--- src/rtl/img_scale_copier_pkg.sv ---
// rtl/img_scale_copier_pkg.sv - scale-mode encodings, copy FSM states and address widths
// Shared with the VGA top, which uses the same mode to destination-size mapping.
package img_scale_copier_pkg;

  localparam int ADDR_W = 19;
  localparam int CNT_W  = 10;

  typedef logic [ADDR_W-1:0] addr_t;

  typedef enum logic [1:0] {
    SCALE_X2   = 2'b00,
    SCALE_HALF = 2'b01,
    SCALE_X1   = 2'b10
  } scale_mode_e;

  typedef enum logic [1:0] {
    ST_IDLE,
    ST_RUN,
    ST_DRAIN,
    ST_DONE
  } copy_state_e;

  // Mode 2'b11 falls through to the x1 size, same as 2'b10.
  function automatic logic [CNT_W-1:0] dst_w(input logic [1:0] sel, input int img_w);
    case (sel)
      SCALE_X2:   return CNT_W'(320);
      SCALE_HALF: return CNT_W'(80);
      default:    return CNT_W'(img_w);
    endcase
  endfunction

  function automatic logic [CNT_W-1:0] dst_h(input logic [1:0] sel, input int img_h);
    case (sel)
      SCALE_X2:   return CNT_W'(240);
      SCALE_HALF: return CNT_W'(60);
      default:    return CNT_W'(img_h);
    endcase
  endfunction

endpackage

--- src/rtl/img_scale_copier_addr_gen.sv ---
// rtl/img_scale_copier_addr_gen.sv - destination raster counters and source/destination address generation
// Exposes an edge-pixel flag only when SCALE_BORDER_EN is defined.
module scale_addr_gen
  import img_scale_copier_pkg::*;
#(
  parameter int IMG_W = 160,
  parameter int IMG_H = 120
) (
  input  logic              clk_50MHz,
  input  logic              vga_reset,
  input  logic              clr,
  input  logic              en,
  input  logic [1:0]        sel,
  output logic [ADDR_W-1:0] rom_addr,
  output logic [ADDR_W-1:0] wr_addr,
  output logic              last
`ifdef SCALE_BORDER_EN
  ,
  output logic              edge_px
`endif
);

  logic [CNT_W-1:0] dx_q, dx_d, dy_q, dy_d;
  logic [CNT_W-1:0] w, h, w_m1, h_m1;
  addr_t            sx, sy;

  assign w    = dst_w(sel, IMG_W);
  assign h    = dst_h(sel, IMG_H);
  assign w_m1 = w - CNT_W'(1);
  assign h_m1 = h - CNT_W'(1);
  assign last = (dx_q == w_m1) && (dy_q == h_m1);

`ifdef SCALE_BORDER_EN
  assign edge_px = (dx_q == '0) || (dx_q == w_m1) || (dy_q == '0) || (dy_q == h_m1);
`endif

  always_comb begin
    dx_d = dx_q;
    dy_d = dy_q;
    if (clr) begin
      dx_d = '0;
      dy_d = '0;
    end else if (en) begin
      if (dx_q == w_m1) begin
        dx_d = '0;
        dy_d = (dy_q == h_m1) ? '0 : dy_q + CNT_W'(1);
      end else begin
        dx_d = dx_q + CNT_W'(1);
      end
    end
  end

  always_comb begin
    case (sel)
      SCALE_X2: begin
        sx = ADDR_W'(dx_q >> 1);
        sy = ADDR_W'(dy_q >> 1);
      end
      SCALE_HALF: begin
        sx = ADDR_W'(dx_q) << 1;
        sy = ADDR_W'(dy_q) << 1;
      end
      default: begin
        sx = ADDR_W'(dx_q);
        sy = ADDR_W'(dy_q);
      end
    endcase
  end

  assign rom_addr = sy * ADDR_W'(IMG_W) + sx;
  assign wr_addr  = ADDR_W'(dy_q) * ADDR_W'(w) + ADDR_W'(dx_q);

  always_ff @(posedge clk_50MHz or posedge vga_reset) begin
    if (vga_reset) begin
      dx_q <= '0;
      dy_q <= '0;
    end else begin
      dx_q <= dx_d;
      dy_q <= dy_d;
    end
  end

endmodule

--- src/rtl/img_scale_copier.sv ---
// rtl/img_scale_copier.sv - scaled ROM-to-framebuffer copier: copy FSM and ROM-latency write pipeline
// Optional feature macro SCALE_BORDER_EN replaces edge pixels with BORDER_COLOR.
module img_scale_copier
  import img_scale_copier_pkg::*;
#(
  parameter int         IMG_W        = 160,
  parameter int         IMG_H        = 120,
  parameter int         ROM_LAT      = 2,
  parameter logic [7:0] BORDER_COLOR = 8'hFF
) (
  input  logic              clk_50MHz,
  input  logic              vga_reset,
  input  logic              start,
  input  logic [1:0]        seletor,
  output logic [ADDR_W-1:0] rom_addr,
  input  logic [7:0]        rom_data,
  output logic [ADDR_W-1:0] ram_wraddr,
  output logic [7:0]        ram_data,
  output logic              ram_wren,
  output logic              busy,
  output logic              done
);

  copy_state_e state_q, state_d;
  logic [1:0]  sel_q, sel_d;
  logic        pend_q, pend_d;
  logic        busy_q, busy_d;
  logic        done_q, done_d;
  logic [2:0]  drain_q, drain_d;
  logic        go, launch, issue, last, use_border;
  addr_t       wr_addr;

  logic [ROM_LAT-1:0]             vld_q, vld_d;
  logic [ROM_LAT-1:0][ADDR_W-1:0] wa_q, wa_d;

  // A mode mismatch while parked acts as a start request.
  assign go     = start || pend_q || (seletor != sel_q);
  assign launch = go && ((state_q == ST_IDLE) || (state_q == ST_DONE));
  assign issue  = (state_q == ST_RUN);

  scale_addr_gen #(
    .IMG_W (IMG_W),
    .IMG_H (IMG_H)
  ) u_addr_gen (
    .clk_50MHz (clk_50MHz),
    .vga_reset (vga_reset),
    .clr       (launch),
    .en        (issue),
    .sel       (sel_q),
    .rom_addr  (rom_addr),
    .wr_addr   (wr_addr),
    .last      (last)
`ifdef SCALE_BORDER_EN
    ,
    .edge_px   (edge_px)
`endif
  );

  always_comb begin
    state_d = state_q;
    sel_d   = sel_q;
    pend_d  = pend_q;
    drain_d = drain_q;
    case (state_q)
      ST_IDLE, ST_DONE: begin
        if (launch) begin
          state_d = ST_RUN;
          sel_d   = seletor;
          pend_d  = 1'b0;
        end
      end
      ST_RUN: begin
        if (last) begin
          state_d = ST_DRAIN;
          drain_d = '0;
        end
      end
      ST_DRAIN: begin
        if (drain_q == 3'(ROM_LAT - 1)) state_d = ST_DONE;
        else drain_d = drain_q + 3'd1;
      end
      default: state_d = ST_IDLE;
    endcase
    busy_d = (state_d == ST_RUN) || (state_d == ST_DRAIN);
    done_d = (state_d == ST_DONE);

    vld_d[0] = issue;
    wa_d[0]  = wr_addr;
    for (int i = 1; i < ROM_LAT; i++) begin
      vld_d[i] = vld_q[i-1];
      wa_d[i]  = wa_q[i-1];
    end
  end

  always_ff @(posedge clk_50MHz or posedge vga_reset) begin
    if (vga_reset) begin
      state_q <= ST_IDLE;
      sel_q   <= SCALE_X1;
      pend_q  <= 1'b1;
      drain_q <= '0;
      busy_q  <= 1'b0;
      done_q  <= 1'b0;
      vld_q   <= '0;
      wa_q    <= '0;
    end else begin
      state_q <= state_d;
      sel_q   <= sel_d;
      pend_q  <= pend_d;
      drain_q <= drain_d;
      busy_q  <= busy_d;
      done_q  <= done_d;
      vld_q   <= vld_d;
      wa_q    <= wa_d;
    end
  end

`ifdef SCALE_BORDER_EN
  logic               edge_px;
  logic [ROM_LAT-1:0] brd_q, brd_d;

  always_comb begin
    brd_d[0] = edge_px;
    for (int i = 1; i < ROM_LAT; i++) brd_d[i] = brd_q[i-1];
  end

  always_ff @(posedge clk_50MHz or posedge vga_reset) begin
    if (vga_reset) brd_q <= '0;
    else brd_q <= brd_d;
  end

  assign use_border = brd_q[ROM_LAT-1];
`else
  assign use_border = 1'b0;
`endif

  assign ram_wren   = vld_q[ROM_LAT-1];
  assign ram_wraddr = wa_q[ROM_LAT-1];
  assign ram_data   = !ram_wren ? 8'h00 : (use_border ? BORDER_COLOR : rom_data);
  assign busy       = busy_q;
  assign done       = done_q;

endmodule

--- config.mk ---
export PLATFORM = sky130hd
export DESIGN_NAME = img_scale_copier
export DESIGN_NICKNAME = d
export VERILOG_FILES = /design/src/rtl/img_scale_copier_pkg.sv /design/src/rtl/img_scale_copier_addr_gen.sv /design/src/rtl/img_scale_copier.sv
export SDC_FILE = /design/constraint.sdc
export NUM_CORES = 1
export LEC_CHECK = 0
export ABC_AREA = 1
export ABC_CLOCK_PERIOD_IN_PS = 5740
export CORE_MARGIN = 2
export CORE_UTILIZATION = 40
export CTS_BUF_LIST = sky130_fd_sc_hd__clkbuf_4 sky130_fd_sc_hd__clkbuf_8
export DETAILED_ROUTE_END_ITERATION = 7
export GPL_TIMING_DRIVEN = 0
export SYNTH_ARGS = -nofsm -noshare
export SYNTH_HDL_FRONTEND = slang
export SYNTH_SLANG_ARGS = --single-unit
--- constraint.sdc ---
create_clock -name clk_50MHz -period 5.74 [get_ports clk_50MHz]
set_clock_uncertainty 0.15 [all_clocks]
set_input_delay 1.148 -clock clk_50MHz [delete_from_list [all_inputs] [get_ports clk_50MHz]]
set_output_delay 1.148 -clock clk_50MHz [all_outputs]
set_load 0.05 [all_outputs]
-- Word level (Yosys, flattened, before mapping)
Index checks and enable logic that the tools add are counted.
- bits in registers: 70
- word-level logic and storage cells: 67
- muxes and demuxes: 19
- equality and inequality tests: 13
- $mul: 2
- add/sub/neg operators: 7
- reductions and logical operators: 15
- operators by type and width (kind ; number):
    $mux W10 ; 7
    $pmux W11 S2 ; 2
    $add A10 B1 Y10 const B ; 2
    $eq A10 B10 Y1 ; 2
    $add A19 B10 Y19 ; 1
    $add A19 B11 Y19 ; 1
    $mul A10 B10 Y19 ; 1
    $pmux W9 S2 ; 1
    $pmux W8 S2 ; 1
    $mul A11 B3 Y14 const B ; 1
    $sub A9 B1 Y10 const B ; 1
    $sub A8 B1 Y9 const B ; 1
    $eq A2 B2 Y1 const B ; 4
    $mux W8 ; 1
    $eq A2 B1 Y1 const B ; 3
    $mux W2 ; 3
    $mux W3 ; 2
    $pmux W2 S3 ; 1
    $pmux W3 S2 ; 1
    $reduce_bool A2 Y1 ; 3
    $logic_not A2 Y1 ; 2
    $logic_or A1 B1 Y1 ; 4
    $reduce_and A2 Y1 ; 2
    $add A3 B1 Y3 const B ; 1
    7 further kinds ; 8

-- Logic depth before layout (Yosys ltp)
- word-level depth: 9
- mapped depth: 23

-- By module
Synthesis repeated with hierarchy kept, for this count alone.
- cells, all modules: 759
- area, all modules: 6148.4 µm²
- modules (own cells, without submodules) (module ; area each (µm²) ; instances ; cells an instance ; seq. area each (µm²)):
    scale_addr_gen ; 4523.1 ; 1 ; 636 ; 500.5
    img_scale_copier ; 1625.3 ; 1 ; 123 ; 1253.7

-- Worst setup path before layout
Ideal clock, no wire load.
- path kind: register -> output
- start point: register sel_q[1]
- end point: output port rom_addr[15]
- buffers on the path: 1
- data required time: 4.442 ns
- stages on the path, launching flop included: 21
- setup slack: 0.355 ns
- arrival: 4.087 ns
- path through: dfstp_2 > inv_1 > nand2_1 > buf_2 > nor2_1 > nor3_1 > inv_1 > ha_1 > ha_1 > inv_1 > fa_1 > xnor2_1 > ha_1 > nand2_1 > nor2_1 > nand2_1 > nand3_1 > nand3_1 > nor2_1 > nand2_1 > xor2_1
- longest elaborated chain between the ends: 4
- elaborated cells on any way between the ends: 6
- RTL lines (what ; line ; source):
    start, declared ; img_scale_copier.sv:25 ; logic [1:0] sel_q, sel_d;
    start signal, assigned ; img_scale_copier.sv:107 ; sel_q <= sel_d;
    $eq A2 B1 Y1 / $logic_not A2 Y1 (equally long branches) ; img_scale_copier_addr_gen.sv:54 ; case (sel)
    $pmux W11 S2 ; img_scale_copier_addr_gen.sv:54 ;
    $mul A11 B3 Y14 ; img_scale_copier_addr_gen.sv:70 ; assign rom_addr = sy * ADDR_W'(IMG_W) + sx;
    $add A19 B11 Y19 * ; img_scale_copier_addr_gen.sv:70 ;
    end, declared ; img_scale_copier.sv:15 ; output logic [ADDR_W-1:0] rom_addr,
Mark *: on every way between the ends. The rest lies on a longest branch, timed or not.

-- Worst setup path after layout
- start point: register sel_q[1]
- end point: output port rom_addr[11]
Same word-level chain as after synthesis.

==> summary.txt <==
Synth
  – Synth cell types: 42
  – Synth Flop Type: dfrtp_1
  – Post-synth ARST share: 1.00
  – Gate Count Post-Synth: 789
  – Synthesized flop and latch total: 70
  – Post-Syn Nets: 924
  – Synthesized area: 0.00628 sq mm
  – Post-synthesis sequential area ratio: 0.279
  – Number of synthesized flops with an enable pin: 0
  – YS warnings: 0
  – Avg Cell Area, Syn: 7.96 sq um

Global routing
  – First-pass GRT wire length: 23600 um
  – Grt ovf: 0
  – Maximum number of pins on one net before global-route repair: 71
  – Initial antenna violation count: 0
  – Vias in the first global route: 4872
  – GR Util All Layers: 0.178

Flow run
  – MaxCap Viol Count: 0

Floorplanning
  – Die area: 0.0167 sq mm
  – DIE WIDTH: 129 um
  – Row Count: 45
  – Num ports: 62
  – Core area: 0.0153 sq mm
  – Die boundary height: 129 um
  – Starting Density: 0.411

Finish
  – Layout cells sized above 1: 0.0806
  – Final #Nets: 999
  – Commonest non-fill, non-tap cell in the layout: nand2_1
  – Area Growth Syn to Fin: 19.0%
  – Ant diodes: 0
  – Area of the multi-input gates: 0.00391 sq mm
  – Finished Cell Area: 0.00747 sq mm
  – Most frequent cells in the layout: 168 x nand2_1, 151 x inv_1, 92 x ha_1, 68 x dfrtp_1, 59 x nor2_1
  – Area occupied by registers: 0.00175 sq mm
  – Fillers: 1489
  – Fin util: 0.490

Setup path
  – Max incr delay on CP: 0.55 ns
  – Slowest-stage cell, CP: dfstp_2
  – WP data required: 4.44 ns
  – CP Max Fanout: 10
  – R2R cell count: 20
  – CP Class: reg2out
  – Critical R2R Launch: sel_q[1]
  – Setup crit end: rom_addr[11]
  – Cells along the critical path: inv_1, nand2_2, buf_8, nor2_1, nor3_4, inv_2, ha_1, ha_2, inv_1, fa_1, xnor2_1, ha_1, buf_4, nand3_1, nand3_2, xor2_1, dlygate4sd2_1
  – Crit path from: sel_q[1]
  – Flop2flop setup slack: 0.56 ns
  – Arrival @ worst endpoint: 4.19 ns
  – R2R Path End: wa_d[33]
  – Startpoint types: flip-flop
  – Critical path endpoint category: output pin

Pwr
  – PD cells: 418 mW/mm^2
  – Leakage: 4.25 nW
  – Max VDD drop: 0.299 mV
  – Total power: 3.12 mW

STA
  – Slew Limit Fails: 0
  – Final Hold Viols: 0
  – Fmax: 182 MHz
  – Max_slew headroom: 0.430
  – Final period utilization: 0.956
  – Final min period: 5.49 ns
  – Setup violators final: 0
  – Setup TNS: 0 ns
  – Actual slew at the worst max-slew pin: 0.856 ns

Clocking
  – Worst skew pair latency: 0.36 ns
  – Deepest clock path buffer count: 2
  – Hold buffer count at cts: 0
  – Cts bufs inserted: 9
  – TritonCTS clock tree: built
  – H-tree levels: 3
  – Sink Count: 70
  – Clock root buffer: clkbuf_8
  – Clock-pin slew on the worst setup and hold paths: 0.07 ns

Route
  – Drt pass-1 iters: 4
  – Via count: 5204
  – # DRC: 0
  – WL/cell: 12.9 um
  – Total Routed Length: 13900 um
  – Vias/cell: 4.82
  – DRT iter0 DRCs: 386
  – Post-DRT Antenna Nets: 0

Placed design
  – Cell Area, Placed: 0.00716 sq mm
  – Dpl hpwl: 11100 um
  – RD Place Congestion: 0.888
  – Port-buffer cells: 61

Min path
  – Hold WC Path Type: reg2reg

Run status
  – Status: finished clean
metal layers:
metal | track usage | wire length, um | vias to the layer above
met1 | 0.254 | 6670 | 2425
li1 | - | - | 2651
met5 | 0 | 0 | -
met2 | 0.275 | 6440 | 115
met3 | 0.0322 | 614 | 13
met4 | 0.0588 | 189 | 0
worst max-delay path: cells and delay by family, from the launching register on:
family,cells,cell delay [ns]
xor+xnor,2,0.30
flops,1,0.55
simple gates,5,0.66
fa+ha+maj,4,1.24
buf+inv,6,1.10
through the flow:
step	hold WS (ns)	setup slack, ns	instances
2_1_floorplan	0.181	0.355	789
3_3_place_gp	0.183	-0.597	1061
3_5_place_dp	0.185	-0.617	1061
4_1_cts	0.200	0.0167	1078
5_1_grt	0.205	-0.00500	1080
6_report	0.199	0.250	1080
logic make-up after synthesis:
| logic type | count (synthesis) | synth area share |
|---|---|---|
| AND/OR/NAND/NOR | 315 | 0.217 |
| buffers and inverters | 170 | 0.109 |
| adder cells (fa/ha/maj) | 122 | 0.277 |
| AO/OA/AOI/OAI | 80 | 0.0731 |
| flip-flops | 70 | 0.279 |
| XOR/XNOR | 31 | 0.0444 |
| other | 1 | 0.000597 |
state kept, by name, indices dropped and copies added (netlist names):
register,flops
pend_q,1
sel_q,2
u_addr_gen.dy_q,10
state_q,2
done,1
u_addr_gen.dx_q,10
vld_q,2
wa_d,19
busy,1
ram_wraddr,19
drain_q,3
power by group:
| part | internal (mW) | switching [mW] | total, mW |
|---|---|---|---|
| Clock | 0.248 | 0.187 | 0.435 |
| Combinational | 0.673 | 1.34 | 2.01 |
| Sequential | 0.613 | 0.0610 | 0.674 |
worst min-delay path by stage:
stage / startpoint / endpoint / cells past startpoint
3_5_place_dp: wa_d[30] / ram_wraddr[11] / 0
5_1_grt: wa_d[26] / ram_wraddr[7] / 0
6_report: wa_d[31] / ram_wraddr[12] / 0
2_1_floorplan: wa_d[19] / ram_wraddr[0] / 0
3_3_place_gp: wa_d[22] / ram_wraddr[3] / 0
4_1_cts: wa_d[30] / ram_wraddr[11] / 0
final cells by class:
cell class              count  share of cell area
plain buffers              14              0.0149
inverters                 156              0.0787
multi-input cells         549               0.523
flip-flops and latches     70               0.235
well taps                 211              0.0353
clock buffers              10              0.0176
clock inverters             6              0.0116
repair buffers             64              0.0841
synthesized netlist by cell type (4+ instances only):
library cell	number	area, sq um
clkbuf_1	5	18.8
nor3_1	13	65.1
o22ai_1	6	37.5
nand3b_1	4	30.0
a21oi_1	27	135
o21ai_1	8	40.0
nand4_1	13	81.3
nand2_1	170	638
nor2_1	61	229
nand3_1	36	180
buf_6	5	56.3
o21ai_0	23	115
dfrtp_1	68	1700
xor2_1	21	184
ha_1	94	1180
inv_1	154	578
fa_1	28	561
xnor2_1	9	78.8
timing repair:
action | CTS | global route
resized for setup | 42 | 23
buffers inserted | 1 | 2
setup endpoints to repair | 10 | 10
pin swaps | 1 | 5
(Power assumes the default switching activity.)
==> RTL change (same settings) <==
The option `SCALE_BORDER_EN` is turned on by a define.
--- a/src/rtl/img_scale_copier_addr_gen.sv
+++ b/src/rtl/img_scale_copier_addr_gen.sv
@@ -1,4 +1,6 @@
 // rtl/img_scale_copier_addr_gen.sv - destination raster counters and source/destination address generation
 // Exposes an edge-pixel flag only when SCALE_BORDER_EN is defined.
+`define SCALE_BORDER_EN
+
 module scale_addr_gen
   import img_scale_copier_pkg::*;
Function: changed (a bounded check fails within 4 cycles, from zero or initial values and one cycle with vga_reset high).
==> RTL change against the original RTL <==
Sequential cell count rose by 2; highest routed layer unchanged; final area rose by 2.3%; critical path type unchanged; count of clock-buffer cells in the layout fell by 1; clock power fell by 4%; critical endpoint is now rom_addr[18]; routed wire length rose by 1.6%; total power fell by 0.56%; core utilization fell by 0.15 points; sequential power fell by 1%; synthesized area rose by 0.90%; setup slack improved by 0.0016 ns.
==> RTL change: results (changes against the original RTL) <==
[outcome]
outcome = completed

[cells_and_area]
nNetsFinal = 1007  ; +0.80%
drive_above_1_share_pct = 10.74  ; +2.7 points

[logic_synthesis]
ys_seq_area_share_pct = 28.48  ; +0.54 points
syn_inst = 786  ; -0.38%
synth_area_leaders = dfrtp_1 28%, ha_1 19%, nand2_1 9.6%
synthTopCellsByCount = 162 x nand2_1, 136 x inv_1, 96 x ha_1
synthAdderAreaFrac_pct = 27.81  ; +0.15 points
syn_nets = 923  ; -0.11%
yosys.cell_types.count = 44  ; +4.8%
synthXorXnorAreaFrac_pct = 3.990  ; -0.45 points

[sta]
whs_ns = 0.1945  ; -0.004167 ns
slew_headroom_pct = 41.95  ; -1.0 points

[global_routing]
antenna_found_initial = 1  ; +1
grtUsageTotal_pct = 17.76  ; -0.081 points
grt_pass1_wl_mm = 23.72  ; +0.35%

[place]
dpl_worst_slack_ns = -0.8220  ; -0.2049 ns
place_congestion = 0.9241  ; +4.0%
hpwl_mm = 11.17  ; +0.68%
dp.cells = 1063  ; +0.19%

[route]
drt_iter0_drc = 267  ; -31%
wl_mm = 14.14  ; +1.6%
firstDrtPassIters = 5  ; +1

[worst_setup_path]
rr_worst_depth = 21  ; +5.0%
path_max_fanout = 8  ; -2

[worst_hold_path]
hold_end = ram_wraddr[17]

## RTL change: changes by cell type after synthesis, sizes merged, moves of 2 or more
cell / change
o21a: -3
xor2: -4
a22oi: +3
nand2: -8
nor3: -5
o221ai: -2
inv: -13
ha: +2
nand3: +4
nor2: +14
o21ai: +7
dfrtp: +2
## RTL change: cell families (layout without fill, tap and decap cells)
| group | Yosys count | after routing |
|---|---|---|
| buffers and inverters | 156 | 245 |
| adders and majority gates | 124 | 124 |
| xor gates and xnor gates | 28 | 28 |
| and+or+nand+nor | 321 | 321 |
| DFF | 72 | 72 |
| other | 1 | 1 |
| AOI/OAI and AO/OA | 84 | 84 |
## RTL change: worst max path at each step
stage             start           end  slack [ns]  cells after the start
2_1_floorplan  sel_q[1]  rom_addr[15]        0.27                     21
3_3_place_gp   sel_q[1]  rom_addr[18]       -0.78                     24
3_5_place_dp   sel_q[1]  rom_addr[18]       -0.82                     24
4_1_cts        sel_q[1]  rom_addr[18]        0.02                     25
5_1_grt        sel_q[1]  rom_addr[14]      0.0009                     24
6_report       sel_q[1]  rom_addr[18]        0.25                     25
## RTL change: layer usage
layer	global-route usage, %	vias up	part of all wire [%]
met5	0	-	0
met4	5.376	0	1.8
met1	23.11	2463	47
li1	-	2674	-
met3	3.444	19	4.2
met2	30.03	105	47
## RTL change: power by group
group / leakage, uW / internal [uW] / switching (uW)
registers: 0.000958 / 613 / 51.9
clock network: 0.000101 / 205 / 211
logic: 0.00322 / 688 / 1330
## RTL change: per-stage QoR
stage	util [%]	cell area, um^2
after floorplan	-	6335
after global placement	46.09	7216
after detailed placement	46.11	7218
after CTS	47.92	7502
after global routing	48.80	7640
final	48.80	7640
## RTL change: critical path, delay by kind of cell, from the launching register on
| family | cells | cell delay [ns] |
|---|---|---|
| buf+inv | 7 | 0.70 |
| compound gates | 1 | 0.12 |
| simple gates | 12 | 1.03 |
| fa+ha+maj | 5 | 1.41 |
| flops | 1 | 0.55 |
## RTL change: layout make-up
| class | count | area (um^2) |
|---|---|---|
| fill | 1552 | 8015 |
| clock buffer | 9 | 123.9 |
| multi-input combinational | 558 | 4023 |
| timing repair buffer | 73 | 691.9 |
| sequential | 72 | 1804 |
| tap | 216 | 270.3 |
| inverter | 143 | 548.0 |
| buffer | 13 | 101.3 |
| clock inverter | 7 | 77.57 |
## RTL change: timing repair
item	4_1_cts	5_1_grt
pin swaps	2	8
resized for setup	53	21
setup buffers	5	7
endpoints found under the setup margin	10	10
